===== config.mk =====
export PLATFORM = sky130hd
export DESIGN_NAME = fp_div_round_pack
export DESIGN_NICKNAME = d
export VERILOG_FILES = /design/src/rtl/fp_div_round_pack.sv
export SDC_FILE = /design/constraint.sdc
export NUM_CORES = 1
export LEC_CHECK = 0
export ABC_AREA = 1
export CORE_UTILIZATION = 48
export DETAILED_ROUTE_END_ITERATION = 16
export PLACE_DENSITY = 0.76
export SKIP_LAST_GASP = 1
export SLEW_MARGIN = 20
export SYNTH_ARGS = -nofsm -noshare
export SYNTH_HDL_FRONTEND = slang
export SYNTH_SLANG_ARGS = --single-unit

===== constraint.sdc =====
create_clock -name clk -period 2.45 [get_ports clk]
set_input_delay 0.735 -clock clk [delete_from_list [all_inputs] [get_ports clk]]
set_output_delay 0.735 -clock clk [all_outputs]
set_load 0.1 [all_outputs]

===== src/rtl/fp_div_round_pack.sv =====
// Post-divider stage of the single-precision divider: normalizes the quotient,
// rounds to nearest-even and packs an IEEE-754 result with exception flags.
module fp_div_round_pack #(
    parameter int EXP_W = 10,
    parameter int Q_W   = 48
) (
    input  logic             clk,
    input  logic             rst_n,
    input  logic             in_valid,
    output logic             in_ready,
    input  logic [Q_W-1:0]   q_in,
    input  logic             q_inexact,
    input  logic             sign_in,
    input  logic [EXP_W-1:0] exp_in,
    input  logic [1:0]       special_in,
    output logic             out_valid,
    input  logic             out_ready,
    output logic [31:0]      result,
    output logic             flag_ovf,
    output logic             flag_unf,
    output logic             flag_inx,
    output logic             flag_err
);

    typedef enum logic [1:0] {IDLE, NORM, ROUND, OUT} state_t;

    localparam logic [1:0] CLS_NORM = 2'b00;
    localparam logic [1:0] CLS_ZERO = 2'b01;
    localparam logic [1:0] CLS_INF  = 2'b10;
    localparam logic [1:0] CLS_NAN  = 2'b11;

    localparam logic signed [EXP_W:0] EXP_ONE  = 1;
    localparam logic signed [EXP_W:0] EXP_ZERO = 0;
    localparam logic signed [EXP_W:0] EXP_MAX  = 255;

    typedef struct packed {
        logic             top;    // q[24] or any out-of-contract upper bit
        logic [23:0]      q;
        logic             inexact;
        logic             sign;
        logic [EXP_W-1:0] exp;
        logic [1:0]       cls;
    } cap_t;

    typedef struct packed {
        logic signed [EXP_W:0] exp;
        logic [22:0]           frac;
        logic                  g;
        logic                  s;
        logic                  sign;
        logic [1:0]            cls;
        logic                  err;
    } norm_t;

    state_t state, state_n;
    cap_t   cap;
    norm_t  nrm, nrm_d;

    // ---------------- control ----------------
    always_ff @(posedge clk or negedge rst_n) begin
        if (!rst_n) state <= IDLE;
        else        state <= state_n;
    end

    always_comb begin
        state_n   = state;
        in_ready  = 1'b0;
        out_valid = 1'b0;
        case (state)
            IDLE: begin
                in_ready = 1'b1;
                if (in_valid) state_n = NORM;
            end
            NORM:  state_n = ROUND;
            ROUND: state_n = OUT;
            OUT: begin
                out_valid = 1'b1;
                if (out_ready) state_n = IDLE;
            end
            default: state_n = IDLE;
        endcase
    end

    // ---------------- normalize ----------------
    logic signed [EXP_W:0] exp_ext;
    assign exp_ext = $signed({cap.exp[EXP_W-1], cap.exp});

    always_comb begin
        nrm_d      = '0;
        nrm_d.s    = cap.inexact;
        nrm_d.sign = cap.sign;
        nrm_d.cls  = cap.cls;
        nrm_d.exp  = exp_ext;
        if (cap.cls == CLS_NORM) begin
            if (cap.top) begin
                nrm_d.frac = cap.q[23:1];
                nrm_d.g    = cap.q[0];
            end else if (cap.q[23]) begin
                nrm_d.exp  = exp_ext - EXP_ONE;
                nrm_d.frac = cap.q[22:0];
            end else begin
                nrm_d.cls = CLS_NAN;
                nrm_d.err = 1'b1;
            end
        end
    end

    // ---------------- round and pack ----------------
    logic                  up, carry, inx;
    logic [22:0]           frac_r;
    logic signed [EXP_W:0] exp_r;
    logic [31:0]           pack_res;
    logic                  pack_ovf, pack_unf, pack_inx;

    assign up              = nrm.g & (nrm.s | nrm.frac[0]);
    assign {carry, frac_r} = {1'b0, nrm.frac} + {23'd0, up};
    assign exp_r           = carry ? nrm.exp + EXP_ONE : nrm.exp;
    assign inx             = nrm.g | nrm.s;

    always_comb begin
        pack_res = {nrm.sign, 31'd0};
        pack_ovf = 1'b0;
        pack_unf = 1'b0;
        pack_inx = 1'b0;
        case (nrm.cls)
            CLS_ZERO: pack_res = {nrm.sign, 31'd0};
            CLS_INF:  pack_res = {nrm.sign, 8'hFF, 23'd0};
            CLS_NAN:  pack_res = 32'h7FC0_0000;
            default: begin
                if (exp_r >= EXP_MAX) begin
                    pack_res = {nrm.sign, 8'hFF, 23'd0};
                    pack_ovf = 1'b1;
                    pack_inx = 1'b1;
                end else if (exp_r <= EXP_ZERO) begin
                    pack_res = {nrm.sign, 31'd0};
                    pack_unf = 1'b1;
                    pack_inx = 1'b1;
                end else begin
                    pack_res = {nrm.sign, exp_r[7:0], frac_r};
                    pack_inx = inx;
                end
            end
        endcase
    end

    // ---------------- datapath registers ----------------
    always_ff @(posedge clk or negedge rst_n) begin
        if (!rst_n) begin
            cap      <= '0;
            nrm      <= '0;
            result   <= '0;
            flag_ovf <= 1'b0;
            flag_unf <= 1'b0;
            flag_inx <= 1'b0;
            flag_err <= 1'b0;
        end else begin
            if (state == IDLE && in_valid) begin
                cap.top     <= q_in[24] | (|q_in[Q_W-1:25]);
                cap.q       <= q_in[23:0];
                cap.inexact <= q_inexact;
                cap.sign    <= sign_in;
                cap.exp     <= exp_in;
                cap.cls     <= special_in;
            end
            if (state == NORM) nrm <= nrm_d;
            if (state == ROUND) begin
                result   <= pack_res;
                flag_ovf <= pack_ovf;
                flag_unf <= pack_unf;
                flag_inx <= pack_inx;
                flag_err <= nrm.err;
            end
        end
    end

endmodule


==> results of run 1 <==
## power breakdown
part / total [mW] / internal (mW) / switching [mW]
Sequential: 3.31 / 2.67 / 0.639
Clock: 2.46 / 1.61 / 0.848
Combinational: 4.52 / 1.46 / 3.06
## Yosys cell counts, drive strengths merged, types with 7 or more instances
library cell | number | share of area (%)
clkbuf | 26 | 1.6
a21oi | 16 | 1.3
a22oi | 24 | 3.0
o22ai | 16 | 1.7
xor2 | 15 | 2.2
nand4 | 7 | 0.73
nor4 | 8 | 0.83
nor2 | 56 | 4.1
o21ai | 59 | 5.0
nand3 | 49 | 4.3
ha | 8 | 1.7
dfrtp | 117 | 49
nand2 | 282 | 18
inv | 69 | 4.3
## worst max-delay path: cells and delay by family, from the launching register on
kind | cells | cell delay, ps
buf+inv | 4 | 480
simple gates | 11 | 1080
flops | 1 | 370
fa+ha+maj | 1 | 210
compound gates | 2 | 200
## worst min-delay path by stage
| stage | from | to | slack [ps] |
|---|---|---|---|
| after floorplan | rst_n | cap[0] | 440 |
| after global placement | result[8] | result[8] | 470 |
| after detailed placement | result[9] | result[9] | 470 |
| after CTS | rst_n | cap[5] | 340 |
| after global routing | rst_n | cap[9] | 360 |
| final | rst_n | cap[5] | 320 |
## logic make-up after synthesis
kind of cell / after synthesis / share of synthesized area [%]
AOI/OAI and AO/OA: 120 / 11.6
xor gates and xnor gates: 15 / 2.18
adders and majority gates: 8 / 1.66
buffers and inverters: 101 / 6.62
DFF: 117 / 48.7
and+or+nand+nor: 413 / 29.2
## sequential cells by signal, summed over array words and instances, names as in the netlist
register  flops
flag_inx      1
result       32
state         2
cap          39
nrm          40
flag_unf      1
flag_err      1
flag_ovf      1
## final cells by class
| cell class | instances | area share (%) |
|---|---|---|
| Clock buffer | 21 | 5.45 |
| Clock inverter | 9 | 1.57 |
| Sequential cell | 117 | 35.4 |
| Tap cell | 168 | 2.54 |
| Multi-Input combinational cell | 561 | 35.9 |
| Inverter | 70 | 3.36 |
| Timing Repair Buffer | 138 | 15.8 |
## what timing repair did
action,CTS,global route
resized for setup,7,77
hold buffers,0,0
cloned,0,6
pin swaps,1,31
setup endpoints to repair,12,33
setup buffers,0,15
endpoints found under the hold margin,0,0
## metal layers
| metal | part of all wire [%] | vias to the layer above | GRT usage (%) |
|---|---|---|---|
| li1 | - | 2795 | - |
| met1 | 45 | 2696 | 34.0 |
| met2 | 47 | 241 | 39.4 |
| met3 | 5.5 | 39 | 4.52 |
| met4 | 2.3 | 0 | 7.45 |
| met5 | 0 | - | 0 |
## through the flow
step / instance area [µm²] / util [%]
final: 8270 / 68.3
after global routing: 8270 / 68.3
after CTS: 7840 / 64.7
after detailed placement: 7230 / 59.7
after global placement: 7230 / 59.7
after floorplan: 6010 / -
==> flow_metrics.env, run 1 <==
export IMPL_status="complete, but fails checks"
export IMPL_violations="setup timing"
export IMPL_register_area_um2=2930
export IMPL_tns_ps=-9.85
export IMPL_p_per_area_nw_per_um2=1240
export IMPL_synth_edf_count=0
export IMPL_p_leak_nw=3.93
export IMPL_grt_pass1_vias=5361
export IMPL_cts_buffers=17
export IMPL_root_buffer="clkbuf_16"
export IMPL_synth_flop_cell="dfrtp_1"
export IMPL_yosysWarnings=0
export IMPL_max_stage_delay_ps=370
export IMPL_final_cell_count_no_fill=1084
export IMPL_vias_per_cell=5.32
export IMPL_grt_first_pass_wirelength_um=25200
export IMPL_hpwlAfterDp_um=11000
export IMPL_vias=5771
export IMPL_grt_setup_unrepaired="yes"
export IMPL_cts_tree="built"
export IMPL_clkLatencyLatePin_ps=410
export IMPL_ant_nets=0
export IMPL_crit_start="nrm[6]"
export IMPL_clock_path_buffers=2
export IMPL_cp_slowest_cell="dfrtp_1"
export IMPL_async_flop_share_pct=100
export IMPL_r2r_slack_ps=-10
export IMPL_synthCells=774
export IMPL_syn_area_um2=6010
export IMPL_grt_max_degree=46
export IMPL_yosysUniqueCellTypes=32
export IMPL_max_freq_mhz=407
export IMPL_p_total_mw=10.3
export IMPL_die_area_um2=13000
export IMPL_drive_gt1_share_pct=20.4
export IMPL_critPathKind="reg -> reg"
export IMPL_row_count=40
export IMPL_path_clk_slew_ps=50
export IMPL_fin_skew_ps=6.38
export IMPL_startpoint_type="flip-flop"
export IMPL_multi_input_area_um2=2970
export IMPL_worst_r2r_cell_count=18
export IMPL_fin_ws_ps=-9.85
export IMPL_drt_iter0_drc=501
export IMPL_layout_common_cells="nand2_1, dfrtp_1, buf_4"
export IMPL_post_drt_wl_per_cell_um=15.0
export IMPL_place_congestion=0.905
export IMPL_setup_viol=1
export IMPL_fillers=977
export IMPL_cp_max_fo=5
export IMPL_hold_ws_ps=320
export IMPL_grtUsageTotal_pct=24.6
export IMPL_fin_nets=979
export IMPL_dieWidth_um=114
export IMPL_drc_errors=0
export IMPL_antenna_found_initial=0
export IMPL_start_util_pct=49.6
export IMPL_synthToLayoutAreaGrowth_pct=37.6
export IMPL_vdd_drop_max_mv=0.532
export IMPL_rr_endpoint="result[28]"
export IMPL_yosysSeqAreaShare_pct=48.7
export IMPL_wirelength_um=16200
export IMPL_diodes=0
export IMPL_required_ps=2740
export IMPL_critical_path_cell_chain="inv_2 > a21oi_2 > ha_2 > nand2_1 > nor2_2 > nand2_2 > clkinv_4 > clkbuf_16 > nand3_1 > nand2_1 > nand2_2 > nor2_4 > nand3_4 > buf_6 > nand3_1 > nand2_2 > nand2_1 > a21oi_2"
export IMPL_synth_seq_cells=117
export IMPL_die_h_um=114
export IMPL_postSynthAreaPerCell_um2=7.77
export IMPL_period_minus_slack_ps=2460
export IMPL_overflow=0
export IMPL_cp_arrival_ps=2750
export IMPL_max_slew_margin_pct=54.0
export IMPL_cp_endpoint="result[28]"
export IMPL_slew_viol_final=0
export IMPL_syn_num_nets=848
export IMPL_reg2reg_from="nrm[6]"
export IMPL_cp_end_kind="flip-flop"
export IMPL_drv_cap=0
export IMPL_portBuffers=103
export IMPL_cts_sinks=117
export IMPL_hp_class="in -> async"
export IMPL_hold_violations=0
export IMPL_io_pins=104
export IMPL_cts_htree_levels=4
export IMPL_dp_cells=1033
export IMPL_layout_commonest_cell="nand2_1"
export IMPL_worst_pin_slew_ps=688
export IMPL_dr_pass1_iters=5
export IMPL_fin_crit_sh_pct=100
export IMPL_placeableCoreArea_um2=12100
export IMPL_post_place_ws_ps=-13.6
(Power assumes the default switching activity.)
==> run 2, diff against run 1 <==
Settings changed: SLEW_MARGIN 20 to 10.
==> results of run 2 <==
Final layout, timing and power as in run 1 (identical DEF).
==> edit, RTL diff (settings of run 1) <==
Register the output `flag_inx` once more; this adds one clock of latency there. The other outputs are not delayed to match.
--- a/src/rtl/fp_div_round_pack.sv
+++ b/src/rtl/fp_div_round_pack.sv
@@ -52,4 +52,6 @@
         logic                  err;
     } norm_t;
+
+    logic flag_inx_s0;
 
     state_t state, state_n;
@@ -152,5 +154,5 @@
             flag_ovf <= 1'b0;
             flag_unf <= 1'b0;
-            flag_inx <= 1'b0;
+            flag_inx_s0 <= 1'b0;
             flag_err <= 1'b0;
         end else begin
@@ -168,5 +170,5 @@
                 flag_ovf <= pack_ovf;
                 flag_unf <= pack_unf;
-                flag_inx <= pack_inx;
+                flag_inx_s0 <= pack_inx;
                 flag_err <= nrm.err;
             end
@@ -174,4 +176,8 @@
     end
 
+    always_ff @(posedge clk) begin
+        flag_inx <= flag_inx_s0;
+    end
+
 endmodule
 
Behaviour: not the same (a bounded check fails within 4 cycles, from zero or initial values and one cycle with rst_n low).
==> edit against run 1 <==
Area after synthesis increased by 0.33%; largest cell class unchanged; critical path type unchanged; sequential cell count up 1; cell area down 0.35%; total power down 1.2%; wire length shrank 3.0%; worst setup slack improved by 0.013 ns.
==> edit: results (changes against run 1) <==
[status]
status = finished clean

[placed_design]
place_area_mm2 = 0.007274  ; +0.66%
hpwlAfterDp_um = 11170  ; +1.2%
io_buffers = 103  ; unchanged
place_congestion = 0.8694  ; -3.9%
placed_cells = 1036  ; +0.29%

[yosys]
syn_avg_cell_area_um2 = 7.785  ; +0.20%
ys_async_sr_fraction_pct = 99.15  ; -0.85 points
ys.flop_type = dfrtp_1
yosys_warnings = 0  ; unchanged
yosysUniqueCellTypes = 33  ; +3.1%
synthTopCellsByArea = dfrtp_1 (49%), nand2_1 (17%), inv_1 (4.2%), o21ai_0 (4.1%), nand3_1 (4.0%)
yosys-top-cells-count = nand2_1 (273), dfrtp_1 (117), inv_1 (67)
synth.net_count = 849  ; +0.12%
seq_area_frac_synth_pct = 48.86  ; +0.17 points

[critical_path]
cp.arrival_ns = 2.74  ; about the same
cpMaxStageDelayCell = dfrtp_1
worst_path_largest_cell_delay_ns = 0.37  ; about the same
critPathMaxFanout = 8  ; +3

[grt]
grt_pass1_wl_um = 25740  ; +2.2%
grt.overflow.total = 0  ; unchanged
grt_max_degree = 51  ; +11%
antenna_found_initial = 0  ; unchanged
grt_pass1_vias = 5406  ; +0.84%
track_usage_pct = 25.10  ; +0.53 points

[finish]
nets = 970  ; -0.92%
drive_gt1_share_pct = 18.15  ; -2.3 points
reg.largest.list = nrm (40), cap (39), result (32)
num_antenna_cells = 0  ; unchanged
finalNonFillerCells = 1077  ; -0.65%

[timing]
fin_skew_ns = 0.008725  ; +0.002342 ns
worst-slew-pin-transition_ns = 0.5422  ; -0.1463 ns

[clocking]
clockRootBuffer = clkbuf_16
numCtsBuffers = 17  ; unchanged
path_clk_slew_ns = 0.06
clk_path_buf_depth = 2  ; unchanged
clk_latency_ns = 0.41  ; about the same
h-tree-depth = 4  ; unchanged

[power]
max-vdd-ir-drop_mv = 0.4654  ; -13%
p_leak_uw = 0.003904  ; -0.70%
internal_power_uw = 5615  ; -2.2%

[hold_path]
hold_class = primary input to asynchronous set/reset pin

[drt]
drt_iter0_markers = 390  ; -22%
viasPerCell = 5.226  ; -1.8%
firstDrtPassIters = 4  ; -1
wl_per_cell_um = 14.61  ; -2.4%

## edit: changes by cell type after synthesis, sizes merged
cell and delta:
dfxtp +1
## edit: final cells by class
class / instances / area, um2
repair buffers: 131 / 1256
fillers: 1024 / 3869
well taps: 168 / 210.2
flip-flops and latches: 118 / 2948
clock inverters: 13 / 148.9
clock buffers: 19 / 432.9
inverters: 70 / 277.8
multi-input cells: 558 / 2969
## edit: metal layers
layer,GRT usage (%),up-vias,share of wire (%)
met2,38.79,180,46
met5,0,-,0
met4,7.013,0,1.5
li1,-,2778,-
met1,36.47,2643,48
met3,4.341,27,4.9
## edit: what timing repair did
action / 4_1_cts / 5_1_grt
setup buffers: 1 / 6
endpoints found under the setup margin: 16 / 33
cloned: 0 / 3
gates resized for setup: 6 / 69
pin swaps: 2 / 24
hold buffers: 0 / 0
## edit: metrics by stage
stage / setup slack (ns) / util (%) / power (uW)
6_report: 0.003100 / 68.06 / 10170
5_1_grt: -0.1321 / 68.06 / 10800
4_1_cts: 0.02202 / 65.10 / 9910
3_5_place_dp: 0.002112 / 60.06 / 7424
3_3_place_gp: 0.1285 / 60.06 / 7320
2_1_floorplan: 0.06770 / - / 6229
## edit: worst max-delay path: cells and delay by family, from the launching register on
kind	cells	cell delay, ns
and+or+nand+nor	11	1.02
AOI/OAI and AO/OA	2	0.20
adders and majority gates	1	0.26
buffers and inverters	4	0.47
DFF	1	0.37
## edit: final timing paths
kind                             start          to  slack (ns)  cells after the start
max in group asynchronous        rst_n  result[16]        1.48                      2
min in group clk           flag_inx_s0    flag_inx        0.40                      0
setup reg to reg                nrm[6]  result[23]       0.003                     18
setup / recovery                nrm[6]  result[23]       0.003                     18
hold / removal                   rst_n     cap[10]        0.30                      1
hold reg to reg            flag_inx_s0    flag_inx        0.40                      0
## edit: cells by family (layout without fill, tap and decap cells)
logic type	Yosys count	after routing	share of synthesized area, %
compound gates	120	120	11.59
xor+xnor	15	15	2.178
fa+ha+maj	8	8	1.659
buf+inv	101	233	6.595
flops	118	118	48.86
simple gates	413	415	29.12
## edit: power groups by stage
stage | combinational, uW | clock (uW) | sequential, uW
3_3_place_gp | 4010 | 0 | 3310
3_5_place_dp | 4080 | 0 | 3340
5_1_grt | 4810 | 2550 | 3440
6_report | 4380 | 2440 | 3350
2_1_floorplan | 2280 | 0 | 3950
4_1_cts | 4140 | 2450 | 3320
